## src/rtl/spi_master_multimode.sv

```systemverilog
// spi_master_multimode: address-then-read SPI master with START/BUSY/DONE handshake, CLK_DIV divider, CPOL/CPHA modes, out-of-range select ERR
module spi_master_multimode #(
  parameter int N_SS          = 4,
  parameter int SS_ADDR_WIDTH = 2,
  parameter int ADDR_WIDTH    = 8,
  parameter int DATA_WIDTH    = 8,
  parameter int CLK_DIV       = 4
) (
  input  logic                     CLK,
  input  logic                     RST,
  input  logic                     START,
  input  logic [SS_ADDR_WIDTH-1:0] SS_ADDR,
  input  logic [ADDR_WIDTH-1:0]    DATA_ADDR,
  input  logic                     CPOL,
  input  logic                     CPHA,
  output logic                     BUSY,
  output logic                     DONE,
  output logic                     ERR,
  output logic [DATA_WIDTH-1:0]    DATA,
  output logic                     SCLK,
  output logic                     MOSI,
  input  logic                     MISO,
  output logic [N_SS-1:0]          SS
);
  localparam int N  = ADDR_WIDTH + DATA_WIDTH;
  localparam int EW = $clog2(2 * N + 1);
  localparam int CW = $clog2(CLK_DIV + 1);
  typedef enum logic [2:0] {IDLE, SETUP, SHIFT, HOLD, FIN} state_t;
  state_t state, state_n;
  logic [CW-1:0] div_cnt;
  logic [EW-1:0] edge_cnt, edge_n;
  logic [N-1:0] tx;
  logic [DATA_WIDTH-1:0] rx, data_r;
  logic [SS_ADDR_WIDTH-1:0] sel;
  logic cpha, sclk_r, err_r, tick, bad, toggle, sample, active, last;
  always_comb begin
    tick    = div_cnt == CW'(CLK_DIV - 1);
    bad     = 32'(SS_ADDR) >= N_SS;
    edge_n  = edge_cnt + EW'(1);
    last    = edge_cnt == EW'(2 * N);
    active  = state == SETUP || state == SHIFT || state == HOLD;
    toggle  = tick && (state == SETUP || (state == SHIFT && !last));
    sample  = edge_n[0] ^ cpha;
    state_n = state == IDLE  ? (START ? (bad ? FIN : SETUP) : IDLE) :
              state == SETUP ? (tick ? SHIFT : SETUP) :
              state == SHIFT ? (tick && last ? HOLD : SHIFT) :
              state == HOLD  ? (tick ? FIN : HOLD) : IDLE;
  end
  assign BUSY = state != IDLE;
  assign DONE = state == FIN;
  assign ERR  = err_r;
  assign DATA = data_r;
  assign SCLK = sclk_r;
  assign MOSI = (state == SETUP || state == SHIFT) & tx[N-1];
  assign SS   = active ? ~(N_SS'(1) << sel) : '1;
  always_ff @(posedge CLK) begin
    if (RST) begin
      state    <= IDLE;
      div_cnt  <= '0;
      edge_cnt <= '0;
      tx       <= '0;
      rx       <= '0;
      sel      <= '0;
      cpha     <= 1'b0;
      sclk_r   <= 1'b0;
      err_r    <= 1'b0;
      data_r   <= '0;
    end else begin
      state   <= state_n;
      div_cnt <= (active && !tick) ? div_cnt + CW'(1) : '0;
      if (state == IDLE && START) begin
        sel      <= SS_ADDR;
        cpha     <= CPHA;
        sclk_r   <= CPOL;
        err_r    <= bad;
        tx       <= {DATA_ADDR, {DATA_WIDTH{1'b0}}};
        edge_cnt <= '0;
      end
      // odd edges are leading edges; the first leading edge never advances MOSI
      if (toggle) begin
        sclk_r   <= ~sclk_r;
        edge_cnt <= edge_n;
        if (sample) rx <= {rx[DATA_WIDTH-2:0], MISO};
        else if (edge_n != EW'(1)) tx <= tx << 1;
      end
      if (state == HOLD && tick) data_r <= rx;
    end
  end
endmodule
```

## config.mk

```make
export PLATFORM = sky130hd
export DESIGN_NAME = spi_master_multimode
export DESIGN_NICKNAME = d
export VERILOG_FILES = /design/src/rtl/spi_master_multimode.sv
export SDC_FILE = /design/constraint.sdc
export NUM_CORES = 1
export LEC_CHECK = 0
export ABC_AREA = 1
export BUFFER_PORTS_ARGS = -buffer_cell sky130_fd_sc_hd__buf_2
export CAP_MARGIN = 25
export CORE_MARGIN = 4
export CORE_UTILIZATION = 57
export DETAILED_ROUTE_END_ITERATION = 10
export PLACE_DENSITY = 0.75
export REMOVE_ABC_BUFFERS = 1
export SKIP_CTS_REPAIR_TIMING = 1
export SLEW_MARGIN = 20
export SYNTH_ARGS = -nofsm -noshare
export SYNTH_HDL_FRONTEND = slang
export SYNTH_SLANG_ARGS = --single-unit
```

## constraint.sdc

```tcl
create_clock -name CLK -period 2 [get_ports CLK]
set_clock_uncertainty 0.05 [all_clocks]
set_input_delay 0.1 -clock CLK [delete_from_list [all_inputs] [get_ports CLK]]
set_output_delay 0.1 -clock CLK [all_outputs]
set_load 0.1 [all_outputs]
```

After elaboration in Yosys (flattened, before gate mapping)
Cells that the tools add are included.
Cells by class
  add/subtract/negate cells: 2
  eq/ne operators: 7
  shifts and indexed selects: 1
  mux-type cells: 17
  bitwise logic cells: 5
  reduce and logical (&&, ||, !) cells: 16
Operators by type and width (number)
  16-bit 2-to-1 mux: 4
  3-bit 2-to-1 mux: 5
  6-bit 2-to-1 mux: 2
  3-bit by 2-bit == test with 1-bit output, second input constant: 3
  6-bit by 1-bit adder with 6-bit output, second input constant: 1
  6-bit == test, second input constant: 1
  1-bit logical AND: 6
  6-bit by 1-bit != test with 1-bit output, second input constant: 1
  1-bit 2-to-1 mux: 4
  4-bit 2-to-1 mux: 1
  4-bit inverter: 1
  1-bit by 2-bit << shifter with 4-bit output, first input constant: 1
  3-bit by 1-bit adder with 3-bit output, second input constant: 1
  3-bit by 1-bit == test with 1-bit output, second input constant: 1
  3-bit == test, second input constant: 1
  3-bit zero test: 1
  1-bit logical OR: 3
  3-bit nonzero test: 1
  1-bit zero test: 2
  2-bit 2-to-1 mux: 1
  1-bit inverter: 2
  2-bit AND reduction: 1
  2-bit nonzero test: 1
  2-bit OR reduction: 1
  other kinds (2): 2
Word-level totals
  bits in registers: 48
  input bits: 16
  output and inout bits: 17

Logic depth before layout (Yosys ltp)
Gate-level depths: netlist of the first run.
  depth in word-level cells: 6
  depth in mapped cells: 13
  mapped depth without buffers: 11

Worst setup path after synthesis of the first run
Ideal clock, no wire load.
  path kind: flip-flop to output port
  start point: register state[2]
  end point: output DONE
  data arrival time: 2.478 ns
  slack: -0.628 ns
  stages on the path, launching flop included: 3
  cells stage by stage: dfxtp_1 -> inv_2 -> nor3_1
Between the ends
  word-level cells in the longest chain between the ends: 1
RTL lines
  start, declared: line 29  | state_t state, state_n;
  start signal, assigned: line 69  | state <= state_n;
  3-bit == test: line 50  | assign DONE = state == FIN;
  end, declared: line 17  | output logic DONE,
No other way between the ends.

Final worst setup path of the first run
  start point: register edge_cnt[1]
  end point: register rx[0]
Between the ends
  word-level cells in the longest chain between the ends: 6
RTL lines
  start, declared: line 31  | logic [EW-1:0] edge_cnt, edge_n;
  start signal, assigned: line 82  | edge_cnt <= edge_n;
  6-bit == test: line 40  | last = edge_cnt == EW'(2 * N);
  1-bit zero test: line 42  | toggle = tick && (state == SETUP || (state == SHIFT && !last));
  1-bit logical AND: line 42
  1-bit logical OR: line 42
  1-bit logical AND: line 42
  2-bit AND reduction (no line)
  end signal, assigned: line 83  | if (sample) rx <= {rx[DATA_WIDTH-2:0], MISO};
  end, declared: line 33  | logic [DATA_WIDTH-1:0] rx, data_r;
No other way between the ends.
A chain may end at the register's enable or synchronous reset.

==> reports/results.txt, run 1 <==
CTS tree - yes
Largest net degree at the start of global routing - 31
Minimum clock period - 1866 ps
Drc violations - 0
Vias after detailed routing - 1988
GRT Total Usage - 0.1861
Top cell by count, worst path - inv_1
Final Net Count - 372
Pint - 1.421 mW
Vias per cell - 4.933
Yosys cell types - 32
Sum Neg Setup Slack - 0 ps
Die area - 0.005263 mm²
Max Cap Violations - 0
Unrepaired setup endpoints after global routing - false
CP Data Arrival Time - 2050 ps
Syn Area/Cell - 7.375 µm²
Final setup fails - 0
Sequential Power Share - 0.511
Post-route total power - 1.946 mW
Die height - 72.55 µm
Drt total wl - 4.491 mm
Initial antenna violation count - 0
Vias in the first global route - 1845
First-pass GRT wire length - 7.948 mm
Seq/Total Area, Yosys - 0.4046
Critical path, cell by cell - inv_1 -> ha_1 -> inv_1 -> nor2_1 -> nand3_4 -> nand3_4 -> inv_1 -> nand3_1 -> a21oi_1
H-tree depth - 2
Clock transition at path regs - 90 ps
Family with the most delay on the worst path - buffers and inverters
I/O pins - 33
Final Hold Viols - 0
Worst skew pair latency - 300 ps
Crit path buf inv count - 3
GP Congestion - 0.8058
Crit end category - register
Avg WL per Cell - 11.14 µm
CTS root buf - clkbuf_8
Synth Instances - 322
Ys async rst share - 0
Power share of the clock group - 0.364
Yosys reg bits - 48
Share of layout cells above drive strength 1 - 0.2266
Worst Path Required - 2180 ps
Fill count - 367
Initial Utilization - 0.5894
Comb power frac - 0.125
Net Sw Frac - 0.2698
Max Clk Rate - 535.9 MHz
Final design area excluding fillers - 0.002660 mm²
Ys flop type - dfxtp_1
Pwr dens - 731.7 mW/mm²
CTS max path bufs - 2
Core Area - 0.004029 mm²
EDFF count, synth - 0
Port Buf Inserts - 31
Highest-delay cell along the critical path - dfxtp_1
Remaining antenna violation count - 0
Mapped cell area - 0.002375 mm²
Leakage - 1.223 nW
CTS Sinks - 48
Worst path max stage delay - 430 ps
# rows - 23
Placed instance area - 0.002544 mm²
Number of buffers created by CTS - 5
Ant. Diodes - 0
Sw power - 0.5251 mW
WS Path Type - register to register
Warnings, synthesis - 0
HP Class - input port to register
Peak supply drop - 0.0003355 V
Tcrit/Tclk final - 0.9330
Final Max Slew Viols - 0
DP HPWL - 3.163 mm
Remaining Overflow, GRT - 0
CP Launch Type - register
Area growth from synthesis to layout - 12.01%
Status - finished, final reports clean
Worst-path maximum fanout - 13
DRT Pass-1 Iters - 5
Die width - 72.55 µm
1st-iter DRT viols - 93
## cell type report
type | instances | area, µm² | area share
timing repair buffer | 36 | 192.7 | 0.07244
sequential | 48 | 960.9 | 0.3612
tap | 50 | 62.56 | 0.02352
inverter | 41 | 153.9 | 0.05786
clock buffer | 5 | 68.82 | 0.02587
clock inverter | 3 | 47.55 | 0.01787
multi-input combinational | 220 | 1174 | 0.4412
## cells in the mapped netlist, types with 2 or more instances
cell,number,area (µm²)
a21boi_0,4,30.03
a21oi_1,22,110.1
buf_2,2,10.01
buf_4,4,30.03
clkbuf_1,4,15.01
dfxtp_1,48,960.9
ha_1,4,50.05
inv_1,37,138.9
inv_2,3,11.26
nand2_1,57,214.0
nand2_2,12,75.07
nand3_1,21,105.1
nand3_2,2,20.02
nand3_4,4,70.07
nand3b_1,4,30.03
nand4_1,2,12.51
nor2_1,44,165.2
nor2_2,10,62.56
nor3_1,5,25.02
o21ai_0,21,105.1
## worst paths after layout
path                    start    endpoint  slack [ps]  depth (start not counted)
setup reg to reg  edge_cnt[1]       rx[0]         130                          9
hold reg to reg    div_cnt[0]  div_cnt[0]         390                          1
hold / removal     SS_ADDR[0]      sel[0]          20                          3
setup / recovery  edge_cnt[1]       rx[0]         130                          9
## power groups by stage
stage / Clock (mW) / Combinational, mW / Sequential, mW
after CTS: 0.735 / 0.246 / 0.994
final: 0.709 / 0.243 / 0.994
after floorplan: 0 / 0.177 / 1.02
after global routing: 0.770 / 0.269 / 0.998
after global placement: 0 / 0.241 / 1.02
after detailed placement: 0 / 0.244 / 1.02
## cell usage in the layout, fill, tap and decap left out
master,count
a21boi_0,4
a21oi_1,22
buf_2,31
buf_4,5
bufinv_16,1
clkbuf_8,5
clkinv_1,1
clkinv_4,2
conb_1,1
dfxtp_1,48
ha_1,4
inv_1,37
inv_2,3
mux2_2,1
nand2_1,57
nand2_2,12
nand2_4,1
nand3_1,21
nand3_2,2
nand3_4,4
nand3b_1,4
nand4_1,2
nand4_2,1
nor2_1,44
nor2_2,10
nor2_8,1
nor3_1,5
o21a_1,1
o21ai_0,21
o21ai_1,1
xnor2_4,1
## routing by layer
| metal | global-route usage | wire length, µm | vias to the layer above | part of all wire |
|---|---|---|---|---|
| met5 | 0 | 0 | - | 0 |
| met4 | 0.06967 | 87 | 0 | 0.019 |
| met3 | 0.04432 | 240 | 10 | 0.053 |
| met2 | 0.3026 | 2018 | 47 | 0.45 |
| met1 | 0.2388 | 2144 | 858 | 0.48 |
| li1 | - | - | 1073 | - |
## worst min-delay path: cells and delay by family
| family | cells | cell delay [ps] |
|---|---|---|
| compound gates | 2 | 170 |
| buf+inv | 1 | 70 |
## cell families after synthesis
family / share of synthesized area
buf+inv: 0.1012
mux: 0.004741
simple gates: 0.3467
other cells: 0.001579
xor+xnor: 0.01159
flops: 0.4046
fa+ha+maj: 0.02108
compound gates: 0.1085
## flip-flops by register name (all words and copies together) (netlist names)
signal and flops:
edge_cnt 6, sel 2, rx 8, tx 16
DATA 8, SCLK 1, cpha 1, state 3
div_cnt 3
## metrics by stage
step | hold WS, ps | cells | setup slack [ps] | utilization
5_1_grt | 49.63 | 403 | 2.404 | 0.6602
3_5_place_dp | 337.8 | 395 | 180.9 | 0.6314
2_1_floorplan | 119.1 | 309 | -627.7 | -
6_report | 24.34 | 403 | 134.1 | 0.6602
4_1_cts | 15.98 | 403 | 143.1 | 0.6602
3_3_place_gp | 325.3 | 395 | 201.3 | 0.6314
Power figures use the tool's default switching activity.
==> run 2: changes to the inputs <==
CORE_UTILIZATION = 55   (was 57)
PLACE_DENSITY = 0.73   (was 0.75)
==> run 2 against run 1 <==
Net effect: register-to-register slack improved by 50 ps; non-clock buffer count fell by 1; first-iteration DRC count fell by 3.2%; die area rose by 3.2%; largest power group unchanged.
==> reports/results.txt, run 2 (synthesis gave the netlist of run 1 again) <==
H-tree depth - 2 (unchanged)
Worst Hold End - sel[1]
Die width - 73.71 µm (+1.6%)
Tcrit/Tclk final - 0.9091 (-0.02382)
Avg WL per Cell - 10.67 µm (-4.2%)
Ant. Diodes - 0 (unchanged)
Die area - 0.005433 mm² (+3.2%)
I/O pins - 33 (unchanged)
Clock transition at path regs - 100 ps (about the same)
Most frequent cells in the layout - 57 x nand2_1, 48 x dfxtp_1, 44 x nor2_1
CTS Sinks - 48 (unchanged)
Critical path, cell by cell - inv_1 -> ha_1 -> inv_1 -> nor2_1 -> nand3_4 -> nand3_4 -> nor2_8 -> nand2_8 -> nor2_1 -> nor2_2
Peak supply drop - 0.0004429 V (+32%)
Crit path buf inv count - 2 (-1)
Worst R2R Path Depth - 10 (+1)
Worst setup margin - 181.7 ps (+47.64 ps)
Area growth from synthesis to layout - 12.75%
Reg2reg setup slack - 180 ps (+50 ps)
Crit end category - register
Final design area excluding fillers - 0.002678 mm² (+0.66%)
Worst-path maximum fanout - 22 (+9)
Share of layout cells above drive strength 1 - 0.2273 (+0.0006438)
Remaining antenna violation count - 0 (unchanged)
WS Path Type - register to register
Highest-delay cell along the critical path - dfxtp_1
Status - finished, final reports clean
Max Cap Violations - 0 (unchanged)
GRT Total Usage - 0.1753 (-0.01081)
CTS root buf - clkbuf_8
Worst R2R Start - edge_cnt[1]
Remaining Overflow, GRT - 0 (unchanged)
Worst skew pair latency - 300 ps (about the same)
Sum Neg Setup Slack - 0 ps (unchanged)
Worst path max stage delay - 430 ps (about the same)
CP Data Arrival Time - 1970 ps (-80 ps)
Number of buffers created by CTS - 5 (unchanged)
Largest net degree at the start of global routing - 38 (+23%)
Most common cell after layout, fill and taps aside - nand2_1
Post-layout util - 0.6552 (-0.005012)
Die height - 73.71 µm (+1.6%)
First-pass GRT wire length - 7.534 mm (-5.2%)
Final Hold Viols - 0 (unchanged)
HP Class - input port to register
CP Launch Type - register
GP Congestion - 0.8302 (+3.0%)
Core Area - 0.004086 mm² (+1.4%)
Initial antenna violation count - 0 (unchanged)
CTS max path bufs - 2 (unchanged)
DRT Pass-1 Iters - 4 (-1)
Final setup fails - 0 (unchanged)
Biggest register - tx
Worst hold start - SS_ADDR[1]
Number of flip-flops in the largest register - 16 (unchanged)
RR Endpoint - tx[7]
Placed instance area - 0.002549 mm² (+0.20%)
Family with the most delay on the worst path - simple AND/OR/NAND/NOR gates
DP HPWL - 3.038 mm (-3.9%)
# rows - 23 (unchanged)
Pwr dens - 726.4 mW/mm² (-0.73%)
Worst Path Required - 2150 ps (-30 ps)
Vias per cell - 4.868 (-1.3%)
CTS tree - yes
Port Buf Inserts - 31 (unchanged)
Minimum clock period - 1818 ps (-47.64 ps)
Final Max Slew Viols - 0 (unchanged)
Leakage - 1.197 nW (-2.1%)
Hold Path Stages - 3 (unchanged)
Unrepaired setup endpoints after global routing - false
Final Net Count - 371 (-0.27%)
Dpl ws - 178.7 ps (-2.199 ps)
Max Clk Rate - 550.0 MHz (+2.6%)
Drt total wl - 4.291 mm (-4.5%)
1st-iter DRT viols - 90 (-3.2%)
Initial Utilization - 0.5811 (-0.008302)
Vias after detailed routing - 1957 (-1.6%)
Drc violations - 0 (unchanged)
Vias in the first global route - 1765 (-4.3%)
run 2: worst max-delay path by stage:
stage,cells after the start,startpoint,to
after floorplan,2,state[2],DONE
after global placement,10,edge_cnt[1],tx[10]
after detailed placement,10,edge_cnt[1],tx[9]
after CTS,10,edge_cnt[1],tx[9]
after global routing,11,edge_cnt[1],tx[4]
final,10,edge_cnt[1],tx[7]
run 2: cell type report:
cell class / count / area (µm²)
sequential: 48 / 960.9
clock inverter: 3 / 47.55
timing repair buffer: 35 / 197.7
clock buffer: 5 / 68.82
multi-input combinational: 220 / 1182
inverter: 41 / 157.7
tap: 50 / 62.56
fill: 383 / 1409
run 2: worst reg2reg max path, delay by kind of cell, from the launching register on:
family,cells,cell delay [ps]
simple gates,7,910
flops,1,430
fa+ha+maj,1,200
buf+inv,2,130
run 2: per-stage QoR:
stage	total power, mW	hold slack [ps]	std cells
finish	1.945	23.37	402
global route	2.029	26.13	402
CTS	1.968	16.15	402
detailed placement	1.264	341.1	394
global placement	1.260	331.1	394
floorplan	1.200	119.1	309
run 2: power by group:
group | internal, mW | leakage (nW) | total (mW) | switching (mW)
sequential | 0.977 | 0.389 | 0.993 | 0.0165
combinational | 0.0705 | 0.750 | 0.247 | 0.176
clock | 0.377 | 0.0583 | 0.705 | 0.328
run 2: layer usage:
| layer | wire length (µm) | up-vias | track usage |
|---|---|---|---|
| li1 | - | 1079 | - |
| met1 | 2123 | 836 | 0.2189 |
| met2 | 1886 | 40 | 0.2913 |
| met3 | 258 | 2 | 0.04925 |
| met4 | 22 | 0 | 0.05433 |
| met5 | 0 | - | 0 |
